--- src/rtl/mul_div_unit_pkg.sv ---
// Shared constants and types for the iterative multiply/divide unit.
package mul_div_unit_pkg;

    localparam int unsigned DEF_WIDTH      = 16;
    localparam int unsigned DEF_REG_ADDR_W = 4;

    // Operation encoding presented on op.
    localparam logic [1:0] OP_MUL  = 2'b00;
    localparam logic [1:0] OP_MULH = 2'b01;
    localparam logic [1:0] OP_DIV  = 2'b10;
    localparam logic [1:0] OP_REM  = 2'b11;

    typedef enum logic [1:0] {
        ST_IDLE = 2'd0,
        ST_RUN  = 2'd1,
        ST_DONE = 2'd2
    } state_e;

endpackage

--- src/rtl/mul_div_if.sv ---
// Request/response bundle between the control unit and the multiply/divide unit.
interface mul_div_if
    import mul_div_unit_pkg::*;
#(
    parameter int unsigned WIDTH      = DEF_WIDTH,
    parameter int unsigned REG_ADDR_W = DEF_REG_ADDR_W
);

    logic                  start;
    logic [1:0]            op;
    logic [WIDTH-1:0]      opa;
    logic [WIDTH-1:0]      opb;
    logic [REG_ADDR_W-1:0] rd_in;
    logic                  busy;
    logic                  done;
    logic [WIDTH-1:0]      result;
    logic [REG_ADDR_W-1:0] rd_out;
    logic                  div_by_zero;

    modport master (
        output start, op, opa, opb, rd_in,
        input  busy, done, result, rd_out, div_by_zero
    );

    modport slave (
        input  start, op, opa, opb, rd_in,
        output busy, done, result, rd_out, div_by_zero
    );

endinterface

--- src/rtl/mul_div_unit.sv ---
// Iterative unsigned shift-add multiplier / restoring divider, one bit per cycle.
module mul_div_unit
    import mul_div_unit_pkg::*;
#(
    parameter int unsigned WIDTH      = DEF_WIDTH,
    parameter int unsigned REG_ADDR_W = DEF_REG_ADDR_W
) (
    input  logic     clk,
    input  logic     rst,
    mul_div_if.slave mdu
);

    localparam int unsigned CNT_W = $clog2(WIDTH);
    localparam logic [CNT_W-1:0] CNT_LAST = CNT_W'(WIDTH - 1);

    state_e                state_q, state_d;
    logic [CNT_W-1:0]      cnt_q, cnt_d;
    logic [1:0]            op_q, op_d;
    logic [WIDTH-1:0]      a_q, a_d;
    logic [WIDTH-1:0]      b_q, b_d;
    logic [WIDTH-1:0]      hi_q, hi_d;
    logic [WIDTH-1:0]      lo_q, lo_d;
    logic [REG_ADDR_W-1:0] rd_q, rd_d;
    logic [REG_ADDR_W-1:0] rd_out_q, rd_out_d;
    logic [WIDTH-1:0]      result_q, result_d;
    logic                  dbz_q, dbz_d;
    logic                  busy_q, busy_d;
    logic                  done_q, done_d;

    logic                  is_div;
    logic                  sel_hi;
    logic [WIDTH:0]        mul_sum;
    logic [WIDTH:0]        div_shift;
    logic [WIDTH-1:0]      div_sub;
    logic                  div_ok;
    logic [WIDTH-1:0]      step_hi;
    logic [WIDTH-1:0]      step_lo;

    // Shared datapath: hi holds product-high / partial remainder, lo holds multiplier / quotient.
    assign is_div    = (op_q == OP_DIV) || (op_q == OP_REM);
    assign sel_hi    = (op_q == OP_MULH) || (op_q == OP_REM);
    assign mul_sum   = {1'b0, hi_q} + (lo_q[0] ? {1'b0, a_q} : '0);
    assign div_shift = {hi_q, lo_q[WIDTH-1]};
    // Only used when no borrow, where the true difference fits in WIDTH bits.
    assign div_sub   = div_shift[WIDTH-1:0] - b_q;
    assign div_ok    = (div_shift >= {1'b0, b_q});
    assign step_hi   = is_div ? (div_ok ? div_sub : div_shift[WIDTH-1:0])
                              : mul_sum[WIDTH:1];
    assign step_lo   = is_div ? {lo_q[WIDTH-2:0], div_ok}
                              : {mul_sum[0], lo_q[WIDTH-1:1]};

    // Next-state, iteration and output-capture logic.
    always_comb begin
        state_d  = state_q;
        cnt_d    = cnt_q;
        op_d     = op_q;
        a_d      = a_q;
        b_d      = b_q;
        hi_d     = hi_q;
        lo_d     = lo_q;
        rd_d     = rd_q;
        rd_out_d = rd_out_q;
        result_d = result_q;
        dbz_d    = dbz_q;
        busy_d   = busy_q;
        done_d   = 1'b0;

        unique case (state_q)
            ST_IDLE: begin
                if (mdu.start) begin
                    state_d = ST_RUN;
                    busy_d  = 1'b1;
                    cnt_d   = '0;
                    op_d    = mdu.op;
                    a_d     = mdu.opa;
                    b_d     = mdu.opb;
                    rd_d    = mdu.rd_in;
                    hi_d    = '0;
                    // Divide shifts the dividend out of lo; multiply shifts the multiplier.
                    lo_d    = mdu.op[1] ? mdu.opa : mdu.opb;
                end
            end
            ST_RUN: begin
                hi_d = step_hi;
                lo_d = step_lo;
                if (cnt_q == CNT_LAST) begin
                    state_d  = ST_DONE;
                    done_d   = 1'b1;
                    result_d = sel_hi ? step_hi : step_lo;
                    rd_out_d = rd_q;
                    dbz_d    = is_div && (b_q == '0);
                end else begin
                    cnt_d = cnt_q + CNT_W'(1);
                end
            end
            ST_DONE: begin
                state_d = ST_IDLE;
                busy_d  = 1'b0;
                cnt_d   = '0;
            end
            default: begin
                state_d = ST_IDLE;
                busy_d  = 1'b0;
                cnt_d   = '0;
            end
        endcase
    end

    // State and datapath registers with synchronous reset.
    always_ff @(posedge clk) begin
        if (rst) begin
            state_q  <= ST_IDLE;
            cnt_q    <= '0;
            op_q     <= '0;
            a_q      <= '0;
            b_q      <= '0;
            hi_q     <= '0;
            lo_q     <= '0;
            rd_q     <= '0;
            rd_out_q <= '0;
            result_q <= '0;
            dbz_q    <= 1'b0;
            busy_q   <= 1'b0;
            done_q   <= 1'b0;
        end else begin
            state_q  <= state_d;
            cnt_q    <= cnt_d;
            op_q     <= op_d;
            a_q      <= a_d;
            b_q      <= b_d;
            hi_q     <= hi_d;
            lo_q     <= lo_d;
            rd_q     <= rd_d;
            rd_out_q <= rd_out_d;
            result_q <= result_d;
            dbz_q    <= dbz_d;
            busy_q   <= busy_d;
            done_q   <= done_d;
        end
    end

    assign mdu.busy        = busy_q;
    assign mdu.done        = done_q;
    assign mdu.result      = result_q;
    assign mdu.rd_out      = rd_out_q;
    assign mdu.div_by_zero = dbz_q;

endmodule

--- src/flat_wrapper.sv ---
// flat-port wrapper written by rule: the top's interface ports become plain ports
module mul_div_unit_flat import mul_div_unit_pkg::*;
#(
    parameter int unsigned WIDTH      = DEF_WIDTH,
    parameter int unsigned REG_ADDR_W = DEF_REG_ADDR_W
)
  (clk, rst, mdu_start, mdu_op, mdu_opa, mdu_opb, mdu_rd_in, mdu_busy, mdu_done, mdu_result, mdu_rd_out, mdu_div_by_zero);
  mul_div_if #(.WIDTH(WIDTH), .REG_ADDR_W(REG_ADDR_W)) mdu_i ();
  input  logic clk;
  input  logic rst;
  input wire logic [$bits(mdu_i.start)-1:0] mdu_start;
  input wire logic [$bits(mdu_i.op)-1:0] mdu_op;
  input wire logic [$bits(mdu_i.opa)-1:0] mdu_opa;
  input wire logic [$bits(mdu_i.opb)-1:0] mdu_opb;
  input wire logic [$bits(mdu_i.rd_in)-1:0] mdu_rd_in;
  output wire logic [$bits(mdu_i.busy)-1:0] mdu_busy;
  output wire logic [$bits(mdu_i.done)-1:0] mdu_done;
  output wire logic [$bits(mdu_i.result)-1:0] mdu_result;
  output wire logic [$bits(mdu_i.rd_out)-1:0] mdu_rd_out;
  output wire logic [$bits(mdu_i.div_by_zero)-1:0] mdu_div_by_zero;
  assign mdu_i.start = mdu_start;
  assign mdu_i.op = mdu_op;
  assign mdu_i.opa = mdu_opa;
  assign mdu_i.opb = mdu_opb;
  assign mdu_i.rd_in = mdu_rd_in;
  assign mdu_busy = mdu_i.busy;
  assign mdu_done = mdu_i.done;
  assign mdu_result = mdu_i.result;
  assign mdu_rd_out = mdu_i.rd_out;
  assign mdu_div_by_zero = mdu_i.div_by_zero;
  mul_div_unit #(.WIDTH(WIDTH), .REG_ADDR_W(REG_ADDR_W)) u_core (.clk(clk), .rst(rst), .mdu(mdu_i));
endmodule
--- config.mk ---
export PLATFORM = sky130hd
export DESIGN_NAME = mul_div_unit_flat
export DESIGN_NICKNAME = d
export VERILOG_FILES = /design/src/rtl/mul_div_unit_pkg.sv /design/src/rtl/mul_div_if.sv /design/src/rtl/mul_div_unit.sv /design/src/flat_wrapper.sv
export SDC_FILE = /design/constraint.sdc
export NUM_CORES = 1
export LEC_CHECK = 0
export ABC_AREA = 1
export CORE_MARGIN = 2
export CORE_UTILIZATION = 40
export CTS_CLUSTER_SIZE = 12
export DETAILED_ROUTE_END_ITERATION = 12
export SYNTH_ARGS = -nofsm -noshare
export SYNTH_HDL_FRONTEND = slang
export SYNTH_SLANG_ARGS = --single-unit
export TNS_END_PERCENT = 5
--- constraint.sdc ---
create_clock -name clk -period 2.83 [get_ports clk]
set_input_delay 0.566 -clock clk [delete_from_list [all_inputs] [get_ports clk]]
set_output_delay 0.566 -clock clk [all_outputs]
set_load 0.1 [all_outputs]
* Word level (Yosys, flattened, before mapping)
Cells that the tools add are included.
** Storage, ports and cells
- Output and inout bits :: 23
- Input port bits :: 41
- Register bits :: 99
- Logic and storage cells :: 58
** Cells by class
- Magnitude comparators :: 1
- Reduce and logical (&&, ||, !) cells :: 13
- Equal/unequal tests :: 8
- Add/sub/neg operators :: 3
- Bitwise operators :: 1
- Muxes and demuxes :: 19
** Operators by type and width (number)
- 2-to-1 mux 16 bit :: 8
- case mux 16 bit (2 select lines) :: 2
- adder 16 x 17 -> 17 bit :: 1
- greater-or-equal comparator 17 x 16 -> 1 bit :: 1
- logical NOT 16 bit :: 1
- subtractor 16 bit :: 1
- AND reduction 2 bit :: 6
- 2-to-1 mux 4 bit :: 2
- case mux 4 bit (2 select lines) :: 1
- adder 4 x 1 -> 4 bit, second input constant :: 1
- equality test 2 x 1 -> 1 bit, second input constant :: 2
- equality test 2 bit, second input constant :: 2
- equality test 4 bit, second input constant :: 1
- 2-to-1 mux 2 bit :: 2
- inequality test 2 bit, second input constant :: 2
- case mux 2 bit (2 select lines) :: 1
- logical NOT 2 bit :: 1
- logical OR 1 bit :: 2
- 2-to-1 mux 1 bit :: 2
- inequality test 2 x 1 -> 1 bit, second input constant :: 1
- case mux 1 bit (2 select lines) :: 1
- nonzero test 2 bit :: 1
- OR reduction 2 bit :: 1
- logical AND 1 bit :: 1
- inverter 1 bit :: 1

* Logic depth before layout (Yosys ltp)
- Word-level depth :: 4
- Gate-level depth with buffers :: 18
- Mapped depth without buffers :: 17

* Worst setup path before layout
Ideal clock, no wire load.
- Path kind :: reg2reg
- Start :: register u_core.lo_q[0]
- End :: register u_core.result_q[5] (netlist: u_core.mdu.result[5])
- Buffers on the path :: 1
- Slack :: 0.583 ns
- Stages on the path, launching flop included :: 18
- Data arrival time :: 2.121 ns
- Required time :: 2.704 ns
- Period minus slack after synthesis :: 2.247 ns
- Path through :: dfxtp_1 > clkbuf_1 > nand2_1 > inv_1 > ha_1 > inv_1 > fa_1 > inv_1 > nand3_1 > nand2_1 > nand2_1 > nand2_1 > xor2_1 > or2_2 > nand2_1 > nand2_1 > nand2_1 > a21oi_1
** On the way
- Word-level cells in the longest chain between the ends :: 4
** RTL lines
- start, declared :: RTL line mul_div_unit.sv:22 : logic [WIDTH-1:0] lo_q, lo_d;
- start signal, assigned :: RTL line mul_div_unit.sv:132 : lo_q <= lo_d;
- 2-to-1 mux 16 bit :: RTL line mul_div_unit.sv:42 : assign mul_sum = {1'b0, hi_q} + (lo_q[0] ? {1'b0, a_q} : '0);
- adder 16 x 17 -> 17 bit :: RTL line mul_div_unit.sv:42
- 2-to-1 mux 16 bit :: RTL line mul_div_unit.sv:47 : assign step_hi = is_div ? (div_ok ? div_sub : div_shift[WIDTH-1:0])
- 2-to-1 mux 16 bit :: RTL line mul_div_unit.sv:89 : result_d = sel_hi ? step_hi : step_lo;
- end signal, assigned :: RTL line mul_div_unit.sv:135 : result_q <= result_d;
- end, declared :: RTL line mul_div_unit.sv:25 : logic [WIDTH-1:0] result_q, result_d;
No other way between the ends.
A chain may end at the register's enable or synchronous reset.

* Worst setup path after layout
- Start :: register u_core.lo_q[0]
- End :: register u_core.result_q[9] (netlist: u_core.mdu.result[9])
Same word-level chain as after synthesis.

==> key figures <==
CTS
  – CTS tree: yes
  – Clock latency on the worst-skew pair: 0.37 ns
  – CTS Root Cell: clkbuf_16
  – Resized cells post-CTS: 0
  – CTS max path bufs: 2
  – CTS Sinks: 99
  – Setup bufs post-CTS: 0
  – CTS clk-pin slew, worst paths: 0.08 ns
  – Hold-fix buffers, CTS: 0
  – TritonCTS Buffers: 9
  – Htree depth: 3

GRT
  – Overall Global Routing Usage: 0.2464
  – First-pass GRT wire length: 34800 um
  – Initial antenna violation count: 0
  – Vias in the first global route: 6335
  – Grt ovf: 0
  – Largest net degree at the start of global routing: 49

STA
  – Period utilization: 0.8848
  – Fmax: 399.4 MHz
  – Slew HR: 0.4642
  – Setup TNS: 0 ns
  – Final setup viols: 0
  – Hold Vio Cnt, Final: 0
  – Final Slew Violations: 0
  – Clock skew: 0.009666 ns
  – Final WS setup: 0.3260 ns
  – RSZ-0062 raised after global routing: no
  – Min Tclk post-route: 2.504 ns
  – Worst slew pin tran: 0.8028 ns

Placement
  – RePlAce Congestion: 0.9380
  – Pre-CTS WS: 0.3970 ns
  – IO buf count: 63
  – HPWL after DPL: 17270 um

Synth
  – Syn Inst Count: 1055
  – FF+latch count, synth: 99
  – YS warnings: 0
  – Avg Cell Area, Syn: 6.594 sq um
  – Mapped Area: 6957 sq um
  – Area contributors post-synth: dfxtp_1 28%, nand2_1 15%, inv_1 7.0%, ha_1 5.9%, o21ai_0 5.4%
  – Top cell type's share of synthesized area: 0.2849
  – Largest area contributor in the netlist: dfxtp_1
  – Library cells used by synthesis: 47
  – Syn nets: 1131
  – Sequential share of the synthesized area: 0.2849

Worst hold path
  – Worst min path class: flop to flop
  – WHS Endpoint: u_core.mdu.result[15]$_SDFFE_PP0P_
  – Hold Crit Start: u_core.mdu.result[15]$_SDFFE_PP0P_
  – WHS Path Cells: 2

Power
  – Peak VDD IR: 0.4257 mV
  – PwrDens: 589.7 nW/um^2
  – Leak: 3.901 nW

Critical path
  – Critical Path Fanout Max: 15
  – CP Launch Type: flop
  – FF-to-FF Start: u_core.lo_q[0]$_SDFFE_PP0P_
  – Crit Path Class: flop to flop
  – Critical Path End Type: flop
  – Arrival time worst endpoint: 2.73 ns
  – WP data required: 3.05 ns
  – FF-to-FF End: u_core.mdu.result[9]$_SDFFE_PP0P_
  – Worst R2R Setup Slack: 0.33 ns
  – FF-to-FF path depth: 15

Flow run
  – Max_cap viols: 0

Run status
  – Outcome: finished, final reports clean

Finish
  – Post-layout util: 0.4648
  – Multi-input logic area: 4197 sq um
  – Layout cells sized above 1: 0.1278
  – Commonest non-fill, non-tap cell in the layout: nand2_1
  – Fillers: 1876
  – Nets@finish: 1174
  – Synth-to-layout area growth: 14.77%
  – Antenna cell count: 0
  – Commonest cells after routing, fill and taps aside: 287 x nand2_1, 130 x inv_1, 99 x dfxtp_1
  – Register Area: 1982 sq um

Route
  – Via count: 6883
  – First-pass DRT Iterations: 5
  – Remaining DRCs: 0
  – Starting DRT DRC Count: 527
  – Via/cell ratio: 5.183
  – Routed wire per std cell: 16.81 um
  – Antenna-violating nets left: 0
  – Post-Route WL: 22330 um

Floorplan
  – Io pins: 64
  – Core area: 17180 sq um
  – Die width: 135.9 um
  – Die Ht: 135.9 um
  – Die ar.: 18460 sq um
  – Rows: 48
  – Starting Density: 0.4050
-- worst max-delay path, stage by stage (launching register included) --
cell and delay [ns]:
dfxtp_1 0.42, buf_4 0.24, nand2_1 0.08, inv_1 0.07, ha_1 0.28, a21oi_1 0.16, nand2_1 0.14, nand2_1 0.09
nand2_1 0.12, nand2_1 0.09, nand2_1 0.07, or2_2 0.27, nand3_1 0.10, nand3_1 0.10, nand2_1 0.08, a21oi_1 0.05
-- area by class of cell --
| cell class | count | area share |
|---|---|---|
| multi-input combinational | 775 | 0.5256 |
| sequential | 99 | 0.2482 |
| timing repair buffer | 80 | 0.08870 |
| inverter | 133 | 0.06253 |
| tap | 225 | 0.03526 |
| clock buffer | 9 | 0.02821 |
| clock inverter | 7 | 0.01144 |
-- worst max path at each step --
stage	start	end
after floorplan	u_core.lo_q[0]$_SDFFE_PP0P_	u_core.mdu.result[5]$_SDFFE_PP0P_
after global placement	u_core.lo_q[0]$_SDFFE_PP0P_	u_core.mdu.result[14]$_SDFFE_PP0P_
after detailed placement	u_core.lo_q[0]$_SDFFE_PP0P_	u_core.mdu.result[14]$_SDFFE_PP0P_
after CTS	u_core.lo_q[0]$_SDFFE_PP0P_	u_core.mdu.result[14]$_SDFFE_PP0P_
after global routing	u_core.lo_q[0]$_SDFFE_PP0P_	u_core.mdu.result[9]$_SDFFE_PP0P_
final	u_core.lo_q[0]$_SDFFE_PP0P_	u_core.mdu.result[9]$_SDFFE_PP0P_
-- through the flow --
step | total power [W] | cells | area [sq um] | hold slack [ns]
3_3_place_gp | 0.003416 | 1312 | 7667 | 0.4569
4_1_cts | 0.004717 | 1328 | 7984 | 0.4748
5_1_grt | 0.004954 | 1328 | 7984 | 0.4886
6_report | 0.004708 | 1328 | 7984 | 0.4709
3_5_place_dp | 0.003412 | 1312 | 7667 | 0.4620
2_1_floorplan | 0.002948 | 1055 | 6957 | 0.4471
-- synthesized netlist by cell type (all sizes together) --
cell,instances
nor3,6
ha,33
dfxtp,99
a221oi,5
nor2,99
fa,2
xnor2,6
mux2i,3
nand4,11
o21a,7
inv,132
and2,4
nand3b,8
nor4,2
nand3,91
a211oi,2
clkbuf,28
o211ai,2
clkinv,1
o21ai,77
xor2,5
buf,20
a21oi,84
o21bai,3
nand2,303
a31oi,9
or2,11
o211a,2
-- sequential cells by signal, indices dropped and copies added (netlist names), 4 cells and up --
signal             count
u_core.hi_q           16
u_core.b_q            16
u_core.mdu.rd_out      4
u_core.lo_q           16
u_core.cnt_q           4
u_core.mdu.result     16
u_core.rd_q            4
u_core.a_q            16
-- cell families (layout without fill, tap and decap cells) --
group | count (synthesis) | after routing | share of synthesized area
fa+ha+maj | 35 | 35 | 0.06511
compound gates | 191 | 191 | 0.1601
flops | 99 | 99 | 0.2849
simple gates | 535 | 535 | 0.3595
buf+inv | 181 | 229 | 0.1122
xor+xnor | 11 | 11 | 0.01385
mux | 3 | 3 | 0.004317
-- per-layer routing --
metal	routed length, um	global-route usage
met1	10530	0.3496
met2	10110	0.3967
met3	1244	0.02685
met4	440	0.06771
met5	0	0
-- where the power goes --
group	internal, W	total [W]	switching, W
Combinational	0.000577	0.00178	0.00120
Sequential	0.00153	0.00163	0.0000937
Clock	0.000640	0.00130	0.000661
Total	0.00275	0.00471	0.00196
(Power assumes the default switching activity.)
